`config.mk`:
```
export PLATFORM = sky130hd
export DESIGN_NAME = mem_reader
export DESIGN_NICKNAME = d
export VERILOG_FILES = /design/src/rtl/mem_reader_pkg.sv /design/src/rtl/load_extend.sv /design/src/rtl/mem_reader.sv
export SDC_FILE = /design/constraint.sdc
export NUM_CORES = 1
export LEC_CHECK = 0
export CAP_MARGIN = 20
export CORE_ASPECT_RATIO = 0.9
export CORE_MARGIN = 4
export CORE_UTILIZATION = 27
export CTS_BUF_LIST = sky130_fd_sc_hd__clkbuf_16
export DETAILED_ROUTE_END_ITERATION = 7
export GPL_TIMING_DRIVEN = 0
export PLACE_DENSITY = 0.65
export SYNTH_ARGS = -nofsm -noshare
export SYNTH_HDL_FRONTEND = slang
export SYNTH_HIERARCHICAL = 1
export SYNTH_SLANG_ARGS = --single-unit
```
`constraint.sdc`:
```
create_clock -name clk -period 1.6 [get_ports clk]
set_input_delay 0.32 -clock clk [delete_from_list [all_inputs] [get_ports clk]]
set_output_delay 0.32 -clock clk [all_outputs]
set_load 0.05 [all_outputs]
```
`src/rtl/mem_reader_pkg.sv`:
```
// mem_reader_pkg
//   Shared definitions for the memory read-side initiator:
//   - RV32I load funct3 encodings
//   - FSM state encoding (also exported on the debug state port)
//   - small helpers that classify a load request
package mem_reader_pkg;

    localparam logic [2:0] F3_LB  = 3'b000;
    localparam logic [2:0] F3_LH  = 3'b001;
    localparam logic [2:0] F3_LW  = 3'b010;
    localparam logic [2:0] F3_LBU = 3'b100;
    localparam logic [2:0] F3_LHU = 3'b101;

    typedef enum logic [1:0] {
        IDLE    = 2'd0,
        ACCESS  = 2'd1,
        CAPTURE = 2'd2,
        RESP    = 2'd3
    } state_t;

    // True for the five load encodings RV32I defines.
    function automatic logic f3_legal(input logic [2:0] f3);
        logic ok;
        ok = 1'b0;
        case (f3)
            F3_LB, F3_LH, F3_LW, F3_LBU, F3_LHU: ok = 1'b1;
            default:                             ok = 1'b0;
        endcase
        return ok;
    endfunction

    // True when the access is not naturally aligned for its size.
    function automatic logic f3_misaligned(input logic [2:0] f3, input logic [1:0] off);
        logic bad;
        bad = 1'b0;
        case (f3)
            F3_LH, F3_LHU: bad = off[0];
            F3_LW:         bad = (off != 2'b00);
            default:       bad = 1'b0;
        endcase
        return bad;
    endfunction

endpackage

```
`src/rtl/load_extend.sv`:
```
// load_extend
//   Combinational lane select and sign/zero extension for RV32I loads.
//   Ports:
//     word    in  32  full little-endian memory word
//     offset  in   2  byte offset of the load inside the word
//     funct3  in   3  load type (LB/LH/LW/LBU/LHU)
//     result  out 32  extended load value (0 for unknown funct3)
module load_extend
    import mem_reader_pkg::*;
(
    input  logic [31:0] word,
    input  logic [1:0]  offset,
    input  logic [2:0]  funct3,
    output logic [31:0] result
);

    logic [7:0]  byte_sel;
    logic [15:0] half_sel;

    always_comb begin
        byte_sel = word[7:0];
        case (offset)
            2'd0:    byte_sel = word[7:0];
            2'd1:    byte_sel = word[15:8];
            2'd2:    byte_sel = word[23:16];
            default: byte_sel = word[31:24];
        endcase

        half_sel = offset[1] ? word[31:16] : word[15:0];

        result = 32'h0;
        case (funct3)
            F3_LB:   result = {{24{byte_sel[7]}}, byte_sel};
            F3_LH:   result = {{16{half_sel[15]}}, half_sel};
            F3_LW:   result = word;
            F3_LBU:  result = {24'h0, byte_sel};
            F3_LHU:  result = {16'h0, half_sel};
            default: result = 32'h0;
        endcase
    end

endmodule

```
`src/rtl/mem_reader.sv`:
```
// mem_reader
//   Read-side initiator for a synchronous-read memory. Accepts RV32I load
//   requests, issues one word read, and returns the extended result.
//   Bad requests (illegal funct3, out of range, misaligned) are answered
//   with rsp_err=1 / rsp_data=0 and never reach memory.
//
//   Handshakes: a transfer happens on a rising edge where valid and ready
//   are both 1. The request side is sampled only on that edge. The response
//   side holds rsp_valid/rsp_data/rsp_err stable until it transfers.
//
//   Ports:
//     clk, resetn            clock, asynchronous active-low reset
//     req_valid/req_ready    request handshake
//     req_addr, req_funct3   byte address and load type
//     rsp_valid/rsp_ready    response handshake
//     rsp_data, rsp_err      extended result, error flag
//     mem_addr, mem_access   word-aligned byte address and read strobe
//     mem_rdata              read data, valid the cycle after the strobe
//     dbg_state              current FSM state
module mem_reader
    import mem_reader_pkg::*;
#(
    parameter int unsigned MEM_WORDS = 256
)
(
    input  logic        clk,
    input  logic        resetn,
    input  logic        req_valid,
    output logic        req_ready,
    input  logic [31:0] req_addr,
    input  logic [2:0]  req_funct3,
    output logic        rsp_valid,
    input  logic        rsp_ready,
    output logic [31:0] rsp_data,
    output logic        rsp_err,
    output logic [31:0] mem_addr,
    output logic        mem_access,
    input  logic [31:0] mem_rdata,
    output state_t      dbg_state
);

    // 33 bits so that a full 4 GiB memory still compares correctly.
    localparam logic [32:0] ADDR_LIMIT = 33'(MEM_WORDS) << 2;

    state_t      state_q;
    state_t      state_d;
    logic [1:0]  off_q;
    logic [2:0]  f3_q;
    logic [31:0] mem_addr_q;
    logic [31:0] rsp_data_q;
    logic        rsp_err_q;

    logic        req_fire;
    logic        req_bad;
    logic [31:0] ext_data;

    assign req_ready  = (state_q == IDLE);
    assign rsp_valid  = (state_q == RESP);
    assign mem_access = (state_q == ACCESS);
    assign mem_addr   = mem_addr_q;
    assign rsp_data   = rsp_data_q;
    assign rsp_err    = rsp_err_q;
    assign dbg_state  = state_q;

    assign req_fire = req_valid & req_ready;

    // Every failing check produces the same response, so the checks are
    // simply OR-ed; their priority only matters for reporting, not here.
    always_comb begin
        req_bad = 1'b0;
        if (!f3_legal(req_funct3)) begin
            req_bad = 1'b1;
        end else if ({1'b0, req_addr} >= ADDR_LIMIT) begin
            req_bad = 1'b1;
        end else if (f3_misaligned(req_funct3, req_addr[1:0])) begin
            req_bad = 1'b1;
        end
    end

    load_extend u_load_extend (
        .word   (mem_rdata),
        .offset (off_q),
        .funct3 (f3_q),
        .result (ext_data)
    );

    // State register.
    always_ff @(posedge clk or negedge resetn) begin
        if (!resetn) begin
            state_q <= IDLE;
        end else begin
            state_q <= state_d;
        end
    end

    // Next-state logic.
    always_comb begin
        state_d = state_q;
        case (state_q)
            IDLE: begin
                if (req_fire) begin
                    state_d = req_bad ? RESP : ACCESS;
                end
            end
            ACCESS:  state_d = CAPTURE;
            CAPTURE: state_d = RESP;
            RESP: begin
                // No bypass back into a new request in the same cycle.
                if (rsp_ready) begin
                    state_d = IDLE;
                end
            end
            default: state_d = IDLE;
        endcase
    end

    // Request latches and response registers.
    always_ff @(posedge clk or negedge resetn) begin
        if (!resetn) begin
            off_q      <= 2'b00;
            f3_q       <= 3'b000;
            mem_addr_q <= 32'h0;
            rsp_data_q <= 32'h0;
            rsp_err_q  <= 1'b0;
        end else begin
            if (req_fire) begin
                off_q <= req_addr[1:0];
                f3_q  <= req_funct3;
                if (req_bad) begin
                    rsp_err_q  <= 1'b1;
                    rsp_data_q <= 32'h0;
                end else begin
                    // mem_addr only moves for accepted reads; it keeps its
                    // last value otherwise.
                    mem_addr_q <= {req_addr[31:2], 2'b00};
                end
            end
            if (state_q == CAPTURE) begin
                rsp_data_q <= ext_data;
                rsp_err_q  <= 1'b0;
            end
        end
    end

endmodule

```
==> impl_metrics.env <==
export IMPL_cap_violations=0
export IMPL_rsz0062_at_grt="yes"
export IMPL_start_util=0.280
export IMPL_drive_gt1_frac=0.382
export IMPL_synth_commonest_cells="dfrtp_1 (70), nor2_1 (46), mux2i_1 (38)"
export IMPL_clk_pin_slew_ps=60
export IMPL_cp_start_kind="flop"
export IMPL_m1WireLength_mm=5.69
export IMPL_chipHeight_um=120
export IMPL_crit_path_end_kind="flop"
export IMPL_grt_pass1_vias=3914
export IMPL_whs_ps=81.2
export IMPL_synth_top_area_cell="dfrtp_1"
export IMPL_ys_flop_type="dfrtp_1"
export IMPL_p_per_area_nw_per_um2=1880
export IMPL_clk_insertion_delay_late_ps=330
export IMPL_route_met3_wl_mm=1.19
export IMPL_synth_compound_area_frac=0.147
export IMPL_crit_required_ps=1830
export IMPL_cts_tree="done"
export IMPL_dp_cells=674
export IMPL_avgSynthCellArea_um2=11.0
export IMPL_post_drt_via_cell_ratio=5.00
export IMPL_grt_max_degree=71
export IMPL_io_pins=141
export IMPL_drt_initial_drc_count=266
export IMPL_fmax_ghz=0.559
export IMPL_postRouteAntennaNets=0
export IMPL_max_vdd_ir_drop_mv=0.687
export IMPL_setup_viol=40
export IMPL_synth_most_common_cell="dfrtp_1"
export IMPL_synth_top_family_by_area="multiplexers"
export IMPL_crit_type="flop to flop"
export IMPL_yosysWarningCount=6
export IMPL_dp_hpwl_mm=9.32
export IMPL_h_tree_depth=3
export IMPL_clockRootBuffer="clkbuf_16"
export IMPL_cp_max_fo=5
export IMPL_cts_hold_buffers=0
export IMPL_fp_coreArea_um2=13600
export IMPL_synth_xor_area_frac=0
export IMPL_grt_overflow=0
export IMPL_wl_met2_mm=7.16
export IMPL_wl_mm=14.2
export IMPL_total_leakage_power_nw=3.09
export IMPL_antenna_found_initial=1
export IMPL_drc=0
export IMPL_violations="setup timing"
export IMPL_synth_top_cell_area_share=0.462
export IMPL_slew_violations=0
export IMPL_async_flop_share=1.00
export IMPL_syn_cell_area_um2=3790
export IMPL_cts_sinks=70
export IMPL_r2r_start="off_q[1]$_DFFE_PN0P_"
export IMPL_timing_final_crit_share=1.12
export IMPL_pre_cts_ws_ps=-907
export IMPL_worstMarginPinSlew_ps=912
export IMPL_gp_congestion=0.836
export IMPL_n_antenna_cell=0
export IMPL_area_growth_pct=75.6
export IMPL_ys_seq_area_frac=0.462
export IMPL_finalWorstSetupSlack_ps=-188
export IMPL_route_top_layer_used="met5"
export IMPL_cts_buffers=9
export IMPL_final_core_util=0.491
export IMPL_ys_ff_latch=70
export IMPL_stdcell_count=733
export IMPL_final_nets=614
export IMPL_synth_cell_types=41
export IMPL_die_width_um=133
export IMPL_drt_first_pass_iters=5
export IMPL_worstPathArrival_ps=2010
export IMPL_syn_inst=346
export IMPL_hold_viol_final=0
export IMPL_cts_buffer_depth=2
export IMPL_post_route_min_period_ps=1790
export IMPL_rows=40
export IMPL_crit_start="off_q[1]$_DFFE_PN0P_"
export IMPL_relSlewSlack=0.392
export IMPL_synth_fa_ha_area_frac=0.0132
export IMPL_status="complete, but fails checks"
export IMPL_io_buffers=138
export IMPL_clock_skew_final_ps=5.20
export IMPL_hold_class="input port to asynchronous set/reset pin"
export IMPL_grt_usage=0.175
export IMPL_wl_per_cell_um=19.4
export IMPL_muxShareOfSynthArea=0.206
export IMPL_synthSimpleGateAreaFrac=0.124
export IMPL_dieArea_um2=16000
export IMPL_vias=3664
export IMPL_p_total_mw=12.5
export IMPL_grt_pass1_wl_mm=21.8
export IMPL_synth_edf_count=0
export IMPL_netlist_top_cells_area="dfrtp_1 (46%), mux2i_1 (10%), mux2_2 (6.8%), nor2b_1 (4.8%), nor2_1 (4.6%)"
## repair_timing
action | in CTS | in global routing
endpoints found under the setup margin | 131 | 82
buffers inserted | 32 | 5
resized for setup | 244 | 77
pin swaps | 40 | 18
cloned | 12 | 0
## layout make-up
| type | count | area (µm²) |
|---|---|---|
| fillers | 1215 | 6900 |
| plain buffers | 27 | 270 |
| well taps | 189 | 236 |
| clock inverters | 7 | 66.3 |
| multi-input cells | 243 | 2340 |
| inverters | 5 | 18.8 |
| repair buffers | 183 | 1750 |
| flip-flops and latches | 70 | 1760 |
| clock buffers | 9 | 225 |
## sequential cells by signal, summed over array words and instances (netlist names)
| signal | cells |
|---|---|
| rsp_data | 32 |
| mem_addr | 30 |
| f3_q | 3 |
| dbg_state | 2 |
| off_q | 2 |
| rsp_err | 1 |
## critical path, cell delays in order, from the launching register on
cell and delay [ps]:
dfrtp_1 400, buf_6 140, mux2_4 370, a21boi_4 250, buf_6 150, buf_16 120
a211oi_2 40, mux2i_1 140, nor2_1 60
## cell families after synthesis
logic type	count (synthesis)
AO/OA/AOI/OAI	76
AND/OR/NAND/NOR	93
adder cells (fa/ha/maj)	4
flip-flops	70
buffers and inverters	34
multiplexers	68
other	1
## power by group
part,internal [mW],switching (mW)
logic,3.53,4.57
registers,2.18,0.287
clock network,1.19,0.777
total,6.90,5.64
## final timing paths
check / slack [ps] / to / cells past startpoint
setup / recovery: -190 / rsp_data[21]$_DFFE_PN0P_ / 8
hold / removal: 80 / rsp_data[24]$_DFFE_PN0P_ / 1
setup reg to reg: -190 / rsp_data[21]$_DFFE_PN0P_ / 8
hold reg to reg: 490 / rsp_err$_DFFE_PN0P_ / 1
max in group asynchronous: 840 / dbg_state[1]$_DFFE_PN0P_ / 1
min in group clk: 400 / off_q[1]$_DFFE_PN0P_ / 2
## metrics by stage
step | TNS (ps) | cell area (µm²)
2_1_floorplan | -5180 | 3870
3_3_place_gp | -194980 | 5490
3_5_place_dp | -44780 | 5480
4_1_cts | -5440 | 6560
5_1_grt | -6410 | 6660
6_report | -3890 | 6660
## layout by cell type, fill, tap and decap left out, types with 6 or more instances in the layout
cell / count
buf_8: 12
mux2_4: 12
clkbuf_2: 10
buf_6: 19
clkbuf_16: 9
mux2i_1: 38
clkdlybuf4s50_1: 44
a21oi_1: 12
nor2b_1: 27
a22oi_2: 14
nor4_2: 6
nor2_1: 40
mux2_2: 13
a211oi_2: 11
dfrtp_1: 65
clkdlybuf4s15_1: 20
buf_4: 31
dlygate4sd2_1: 60
a21oi_2: 8
## layer usage
layer	track usage	vias to the layer above
li1	-	1641
met1	0.204	1799
met2	0.293	199
met3	0.0724	23
met4	0.0532	2
met5	0	-
Power figures use the tool's default switching activity.
